**config.mk**
```make
export PLATFORM = sky130hd
export DESIGN_NAME = register_file_sb
export DESIGN_NICKNAME = d
export VERILOG_FILES = /design/src/rtl/register_file_sb.sv
export SDC_FILE = /design/constraint.sdc
export NUM_CORES = 1
export LEC_CHECK = 0
export ABC_AREA = 1
export CAP_MARGIN = 20
export CORE_ASPECT_RATIO = 1.4
export CORE_MARGIN = 4
export CORE_UTILIZATION = 33
export DETAILED_ROUTE_END_ITERATION = 8
export GPL_TIMING_DRIVEN = 0
export PLACE_DENSITY = 0.49
export RECOVER_POWER = 100
export SLEW_MARGIN = 20
export SYNTH_ARGS = -nofsm -noshare
export SYNTH_HDL_FRONTEND = slang
export SYNTH_SLANG_ARGS = --single-unit
```
**constraint.sdc**
```tcl
create_clock -name clk -period 5.3 [get_ports clk]
set_input_delay 1.06 -clock clk [delete_from_list [all_inputs] [get_ports clk]]
set_output_delay 1.06 -clock clk [all_outputs]
set_load 0.02 [all_outputs]
```
**src/rtl/register_file_sb.sv**
```systemverilog
// -----------------------------------------------------------------------------
// register_file_sb
//
// Parametrised multi-port register file with a per-register busy scoreboard for
// the MIPS datapath. DEPTH x WIDTH storage, NREAD combinational read ports and
// one synchronous writeback port. Issue reserves a destination register (sets
// its busy bit); writeback clears it. Decode uses rbusy to stall on RAW hazards.
//
// Parameters:
//   WIDTH  data bits per register
//   DEPTH  number of registers (power of two, >= 2)
//   NREAD  number of read ports (1..4)
//   AW     address width, derived from DEPTH
//
// Ports:
//   clk       in   rising-edge clock
//   rst       in   synchronous active-high reset
//   write     in   writeback enable
//   wreg      in   writeback register index
//   wd        in   writeback data
//   reserve   in   mark rsv_reg busy
//   rsv_reg   in   register to reserve
//   rreg      in   read indices, port p = rreg[p*AW +: AW]
//   rd        out  read data,    port p = rd[p*WIDTH +: WIDTH]
//   rbusy     out  busy flag of the register each port addresses
//   any_busy  out  OR of all busy bits (registered state only)
//
// Configuration macro:
//   REGFILE_BYPASS_EN  when defined, a writeback to the register a read port
//                      addresses is forwarded to that port in the same cycle,
//                      and the port's busy flag is cleared unless the same
//                      register is re-reserved in that cycle.
// -----------------------------------------------------------------------------
module register_file_sb #(
    parameter int unsigned WIDTH = 16,
    parameter int unsigned DEPTH = 8,
    parameter int unsigned NREAD = 2,
    localparam int unsigned AW = (DEPTH > 1) ? $clog2(DEPTH) : 1
) (
    input  logic                   clk,
    input  logic                   rst,
    input  logic                   write,
    input  logic [AW-1:0]          wreg,
    input  logic [WIDTH-1:0]       wd,
    input  logic                   reserve,
    input  logic [AW-1:0]          rsv_reg,
    input  logic [NREAD*AW-1:0]    rreg,
    output logic [NREAD*WIDTH-1:0] rd,
    output logic [NREAD-1:0]       rbusy,
    output logic                   any_busy
);

    logic [WIDTH-1:0] regs_q [DEPTH];
    logic [DEPTH-1:0] busy_q;
    logic [DEPTH-1:0] busy_d;

    // Write and reserve are ignored while reset is asserted; gating them here
    // also keeps the bypass path quiet during reset.
    logic write_en;
    logic reserve_en;

    assign write_en   = write & ~rst;
    assign reserve_en = reserve & ~rst;

    // Scoreboard next state: writeback clears, reservation sets. The reserve
    // is applied last so a new producer supersedes a completing one.
    always_comb begin
        busy_d = busy_q;
        if (write_en) begin
            busy_d[wreg] = 1'b0;
        end
        if (reserve_en) begin
            busy_d[rsv_reg] = 1'b1;
        end
    end

    always_ff @(posedge clk) begin
        if (rst) begin
            for (int i = 0; i < int'(DEPTH); i++) begin
                regs_q[i] <= '0;
            end
            busy_q <= '0;
        end else begin
            if (write_en) begin
                regs_q[wreg] <= wd;
            end
            busy_q <= busy_d;
        end
    end

    assign any_busy = |busy_q;

    for (genvar p = 0; p < int'(NREAD); p++) begin : g_read
        logic [AW-1:0] idx;

        assign idx = rreg[p*AW +: AW];

`ifdef REGFILE_BYPASS_EN
        logic hit;

        assign hit                    = write_en && (wreg == idx);
        assign rd[p*WIDTH +: WIDTH]   = hit ? wd : regs_q[idx];
        // A forwarded value is ready, unless the same register is being
        // re-reserved by a younger producer in this very cycle.
        assign rbusy[p]               = hit ? (reserve_en && (rsv_reg == wreg)) : busy_q[idx];
`else
        assign rd[p*WIDTH +: WIDTH]   = regs_q[idx];
        assign rbusy[p]               = busy_q[idx];
`endif
    end

endmodule
```
-- After elaboration in Yosys (flattened, before gate mapping)
Memories as Yosys holds them, arrays and structs flattened.
Cells that the tools add are included.
- register bits after elaboration: 8
- RAM bits: 128
- output and inout bits: 35
- memories kept: 1
- memories (name ; words ; width ; read ports ; clocked after Yosys merged registers in ; wr ports ; line ; RTL):
    regs_q ; 8 ; 16 ; 2 ; 0 ; 8 ; 53 ; logic [WIDTH-1:0] regs_q [DEPTH];
- $lt $le $gt $ge: 6
- mux-type cells: 18
- bitwise logic cells: 6
- reduce and logical (&&, ||, !) cells: 4
- operators with widths (operator ; count):
    less-than comparator 3 x 4 -> 1 bit, second input constant ; 4
    2-to-1 mux 16 bit ; 1
    2-to-1 mux 8 bit ; 2
    OR reduction 16 bit ; 1
    2-to-1 mux 1 bit ; 10
    bitwise AND 8 bit ; 1
    NOT 8 bit ; 1
    bitwise OR 8 bit ; 1
    OR reduction 8 bit ; 1
    binary-select mux 1 bit (select 3 bit) ; 2
    demux 1 bit (select 3 bit) ; 2
    >= comparator 3 x 1 -> 1 bit, second input constant ; 2
    2-to-1 mux 3 bit ; 1
    bitwise AND 1 bit ; 2
    logical AND 1 bit ; 2
    NOT 1 bit ; 1

-- Longest topological paths before layout
Gate-level depths: netlist (run 1).
- depth in word-level cells: 9
- mapped depth: 9
- mapped depth without buffers: 6

-- Worst setup path before layout (run 1)
No wires, ideal clock.
- kind: input to output
- start: input rreg[0]
- end: output rd[12]
- arrival: 1.892 ns
- data required time: 4.240 ns
- slack: 2.348 ns
- stages on the path: 8
- path buffers: 3
- cells stage by stage: buf_4 buf_4 buf_2 nand2_1 nand3_1 nand2_1 nand2_1 nand2_1
- cells in the longest elaborated chain, start to end: 1
- ends and longest elaborated chain (what ; line ; RTL):
    start: declaration ; 47 ; input logic [NREAD*AW-1:0] rreg,
    memory read (8 x 16 bit) ; - ;
    end: declaration ; 48 ; output logic [NREAD*WIDTH-1:0] rd,
Every way passes these cells.

-- Final worst setup path (run 1)
- start: input rreg[1]
- end: output rd[3]
Same word-level chain as after synthesis.

==> flow_summary.json, run 1 <==
{
  "gp_congestion": 0.887,
  "fin_ws_ns": 1.20,
  "cp_slowest_cell": "dlygate4sd3_1",
  "slew_viol_final": 0,
  "finalNetCount": 1236,
  "critPathMaxFanout": 10,
  "yosysSeqAreaShare": 0.495,
  "start_util": 0.336,
  "p_comb_frac": 0.167,
  "synthTopCellsByArea": "edfxtp_1 48%, nand2_1 21%, nand3_1 9.4%, inv_1 7.5%, nor2_1 6.3%",
  "clock_latency_ns": 0.43,
  "grt_overflow_total": 0,
  "cts-root-buf": "clkbuf_16",
  "cts_tree": "built",
  "hold_path.class": "register to register",
  "power.leakage_nw": 4.79,
  "finalPower_mw": 3.04,
  "crit_path_end_kind": "primary output",
  "required_ns": 4.24,
  "final_util": 0.399,
  "num_antenna_cells": 0,
  "ys_seq_elements": 136,
  "cts_buffers": 17,
  "max_stage_delay_ns": 0.70,
  "switching_share": 0.272,
  "dieHeight_um": 193,
  "area_growth_syn_to_layout_pct": 18.6,
  "synth_cell_types": 17,
  "ir_drop_mv": 0.243,
  "period_share": 0.773,
  "dp_cells": 1495,
  "rsz0062_at_grt": "no",
  "antenna_found_initial": 0,
  "drt-total-wl_um": 29300,
  "firstDrtPassIters": 7,
  "cts_sinks": 136,
  "path_class": "primary input to primary output",
  "port_buffers": 60,
  "ant_nets": 0,
  "die-area_um2": 27100,
  "clockPowerShare": 0.419,
  "fmax_mhz": 244,
  "maxSlewHeadroom": 0.345,
  "seqPwrFrac": 0.413,
  "status": "completed",
  "wl_per_cell_um": 19.2,
  "crit_chain": "buf_2 -> clkbuf_1 -> nand3_1 -> nand2_1 -> nand2_1 -> nand2_1 -> dlygate4sd3_1",
  "synth_area_per_cell_um2": 7.19,
  "vias": 7407,
  "cp.buffers_inverters": 3,
  "crit_top_cell": "nand2_1",
  "clk_path_buf_depth": 2,
  "final-instance-count-excl-fill": 1526,
  "arrival_ns": 3.04,
  "grt_max_degree": 17,
  "drive_above_1_share": 0.0543,
  "finalCriticalPeriod_ns": 4.10,
  "grt_pass1_vias": 7472,
  "synth_fp_nets": 1157,
  "p_int_mw": 2.22,
  "synth.top_cell.area_share": 0.475,
  "drc_errors": 0,
  "ctsHtreeMaxLevel": 4,
  "cellPowerDensity_nw_per_um2": 317,
  "netlist_area_um2": 8090,
  "fp-row-count": 67,
  "crit_cells": 7,
  "pre_cts_slack_ns": 1.30,
  "setup_viol_count_final": 0,
  "multiInputGateArea_um2": 3060,
  "cts_hold_buffers": 0,
  "die_x_um": 140,
  "syn_inst": 1125,
  "grt_usage": 0.219,
  "hold_violations": 0,
  "ys_warn_count": 0,
  "critPathLaunchType": "primary input",
  "path_clk_slew_ns": 0.06,
  "p_sw_mw": 0.827,
  "vias_per_cell": 4.85,
  "ctsResizeCount": 0,
  "synth.largest_area_cell": "edfxtp_1",
  "tns_ns": 0,
  "grt_pass1_wl_um": 43800,
  "maxCapViolCount": 0,
  "dp_hpwl_um": 21000,
  "worstMarginPinSlew_ns": 0.981,
  "whs_path_depth": 2,
  "post_cts_buffers": 0,
  "rr_worst_depth": 2,
  "critPathTopFamily": "buffers and inverters",
  "num-fill-cells": 2509,
  "io_pins": 67,
  "layout_commonest_cell": "nand2_1",
  "seqCellArea_um2": 4000,
  "drtIter0Drc": 516,
  "coreArea_um2": 24100,
  "finalClockSkew_ns": 0,
  "layout_common_cells": "469 x nand2_1, 162 x inv_1, 152 x nand3_1, 138 x nor2_1, 128 x edfxtp_1"
}
synth_stat cells:
master / number
inv_1: 161
nand3_1: 152
edfxtp_1: 128
buf_2: 28
inv_2: 3
dfxtp_1: 8
buf_6: 11
nor2_1: 136
nand4_1: 1
clkbuf_1: 10
nor2_4: 2
nand2_2: 9
nand2_1: 461
buf_4: 7
clkinv_1: 4
nor3_1: 1
buf_1: 3
per-stage QoR:
step                      instance area, µm²  hold WS, ns
final                                   9600        0.469
after global placement                  9080        0.457
after CTS                               9690        0.471
after detailed placement                9080        0.461
after global routing                    9600        0.503
after floorplan                         8090        0.445
kinds of logic (layout without fill, tap and decap cells):
family        count (synthesis)  in the layout  share of synthesized area
flops                       136            136                      0.495
simple gates                762            762                      0.382
buf+inv                     227            318                      0.123
sequential cells by signal, indices dropped and copies added, names as in the netlist:
| name | count |
|---|---|
| regs_q | 128 |
| busy_q | 8 |
routing by layer:
layer / track usage / vias to the layer above / share of wire
met5: 0 / - / 0
met4: 0.0998 / 0 / 0.042
met3: 0.0370 / 66 / 0.053
met2: 0.376 / 258 / 0.50
met1: 0.266 / 3467 / 0.40
li1: - / 3616 / -
worst paths after layout:
kind / slack, ns / start / endpoint
worst max-delay path: 1.20 / rreg[1] / rd[3]
worst min-delay path: 0.47 / busy_q[1] / busy_q[1]
worst max register to register: 4.70 / busy_q[0] / busy_q[0]
worst min register to register: 0.47 / busy_q[1] / busy_q[1]
cell type report:
class / instances / share of cell area
buffer: 59 / 0.0318
tap: 310 / 0.0404
inverter: 168 / 0.0657
clock buffer: 18 / 0.0447
clock inverter: 13 / 0.0192
sequential: 136 / 0.417
timing repair buffer: 60 / 0.0626
multi-input combinational: 762 / 0.318
worst min-delay path, cell delays in order, from the launching register on:
cell     delay (ns)
dfxtp_1        0.31
nand3_1        0.07
nand2_1        0.04
power groups by stage:
| stage | combinational [mW] | sequential, mW | clock (mW) |
|---|---|---|---|
| detailed placement | 0.525 | 1.28 | 0 |
| floorplan | 0.305 | 1.27 | 0 |
| finish | 0.510 | 1.26 | 1.28 |
| global placement | 0.525 | 1.28 | 0 |
| global route | 0.559 | 1.26 | 1.34 |
| CTS | 0.528 | 1.26 | 1.28 |
Note: power is estimated with default switching activity, not from simulation.
==> run 2: changes to the inputs <==
--- a/config.mk
+++ b/config.mk
@@ -12,7 +12,7 @@
 export CORE_UTILIZATION = 33
 export DETAILED_ROUTE_END_ITERATION = 8
 export GPL_TIMING_DRIVEN = 0
-export PLACE_DENSITY = 0.49
+export PLACE_DENSITY = 0.51
 export RECOVER_POWER = 100
 export SLEW_MARGIN = 20
 export SYNTH_ARGS = -nofsm -noshare
==> constraint.sdc (replaced) <==
create_clock -name clk -period 3.6 [get_ports clk]
set_input_delay 0.72 -clock clk [delete_from_list [all_inputs] [get_ports clk]]
set_output_delay 0.72 -clock clk [all_outputs]
set_load 0.02 [all_outputs]
==> flow_summary.json, run 2 (same netlist as run 1, synthesis figures left out) <==
{
  "status": "completed",
  "hold_ws_ns": 0.468,
  "grt_usage": 0.211,
  "vias_per_cell": 4.84,
  "antenna_found_initial": 0,
  "path_clk_slew_ns": 0.06,
  "maxCapViolCount": 0,
  "tns_ns": 0,
  "power.leakage_nw": 4.78,
  "drtIter0Drc": 635,
  "clk_path_buf_depth": 2,
  "slew_viol_final": 0,
  "crit_path_end_kind": "primary output",
  "layout_common_cells": "470 x nand2_1, 162 x inv_1, 152 x nand3_1, 138 x nor2_1, 128 x edfxtp_1",
  "cts_buffers": 17,
  "wl_per_cell_um": 18.7,
  "finalClockSkew_ns": 0,
  "whs_path_depth": 2,
  "rr_worst_depth": 2,
  "cts_tree": "built",
  "grt_pass1_vias": 7405,
  "ir_drop_mv": 0.343,
  "dp_hpwl_um": 20700,
  "port_buffers": 60,
  "grt_overflow_total": 0,
  "ant_nets": 0,
  "hold_path.class": "register to register",
  "num_antenna_cells": 0,
  "coreArea_um2": 24100,
  "period_share": 0.967,
  "reg_top3": "regs_q x128, busy_q x8",
  "rsz0062_at_grt": "no",
  "grt_max_degree": 17,
  "die-area_um2": 27100,
  "required_ns": 2.88,
  "drive_above_1_share": 0.0559,
  "ctsHtreeMaxLevel": 4,
  "fp-row-count": 67,
  "final_util": 0.399,
  "cts_hold_buffers": 0,
  "max_stage_delay_ns": 0.70,
  "finalCriticalPeriod_ns": 3.48,
  "cp_slowest_cell": "dlygate4sd3_1",
  "fmax_mhz": 287,
  "layout_commonest_cell": "nand2_1",
  "worstMarginPinSlew_ns": 0.889,
  "firstDrtPassIters": 5,
  "finalPower_mw": 4.44,
  "drc_errors": 0,
  "cts_sinks": 136,
  "critPathMaxFanout": 10,
  "regMostFlops": "regs_q",
  "maxSlewHeadroom": 0.406,
  "die_x_um": 140,
  "io_pins": 67,
  "ctsResizeCount": 0,
  "dieHeight_um": 193,
  "critPathLaunchType": "primary input",
  "placed_area_um2": 9080,
  "arrival_ns": 2.76,
  "finalNetCount": 1236,
  "largest_register_ffs": 128,
  "setup_viol_count_final": 0,
  "grt_pass1_wl_um": 42600,
  "cts-root-buf": "clkbuf_16",
  "crit_chain": "buf_2 -> clkbuf_1 -> nand3_1 -> nand2_1 -> nand2_1 -> nand2_1 -> dlygate4sd3_1",
  "path_class": "primary input to primary output",
  "drt-total-wl_um": 28500,
  "post_cts_buffers": 0,
  "start_util": 0.336,
  "crit_top_cell": "nand2_1",
  "hold_violations": 0,
  "clock_latency_ns": 0.43,
  "area_growth_syn_to_layout_pct": 18.6,
  "gp_congestion": 0.903,
  "design_area_um2": 9590,
  "vias": 7391,
  "cellPowerDensity_nw_per_um2": 462
}
[run 2: cell count changes in the layout (fill, tap and decap cells not counted), sizes merged]
cell           previous run  this run
clkdlybuf4s50            24        25
bufinv                    5         3
clkinvlp                  0         2
clkbuf                   36        42
clkinv                   12         7
dlygate4sd3              36        35
[run 2: power breakdown]
group	leakage (nW)	internal [mW]	switching, mW
registers	1.29	1.83	0.0239
logic	3.20	0.230	0.517
clock network	0.294	1.16	0.681
total	4.78	3.21	1.22
[run 2: final timing paths]
path               endpoint       from  slack [ns]
setup / recovery     rd[28]    rreg[4]        0.12
hold reg to reg   busy_q[3]  busy_q[3]        0.47
hold / removal    busy_q[3]  busy_q[3]        0.47
setup reg to reg  busy_q[2]  busy_q[2]        3.00
[run 2: layout make-up]
cell class | instances | area, µm²
Buffer | 59 | 305
Timing Repair Buffer | 60 | 601
Tap cell | 310 | 388
Clock buffer | 24 | 492
Fill cell | 2523 | 14500
Clock inverter | 8 | 119
Inverter | 168 | 631
Sequential cell | 136 | 4000
Multi-Input combinational cell | 762 | 3050
[run 2: metal layers]
| layer | track usage | vias up | part of all wire |
|---|---|---|---|
| met4 | 0.107 | 0 | 0.050 |
| li1 | - | 3619 | - |
| met5 | 0 | - | 0 |
| met3 | 0.0388 | 70 | 0.053 |
| met1 | 0.254 | 3457 | 0.41 |
| met2 | 0.358 | 245 | 0.49 |
[run 2: stage by stage]
| stage | instances | setup slack [ns] |
|---|---|---|
| 2_1_floorplan | 1125 | 1.33 |
| 3_3_place_gp | 1495 | 0.197 |
| 3_5_place_dp | 1495 | 0.234 |
| 4_1_cts | 1527 | 0.224 |
| 5_1_grt | 1527 | 0.0684 |
| 6_report | 1527 | 0.119 |
[run 2: worst max-delay path, delay by kind of cell]
family	cells	cell delay [ns]
AND/OR/NAND/NOR	4	0.54
buffers and inverters	3	1.50
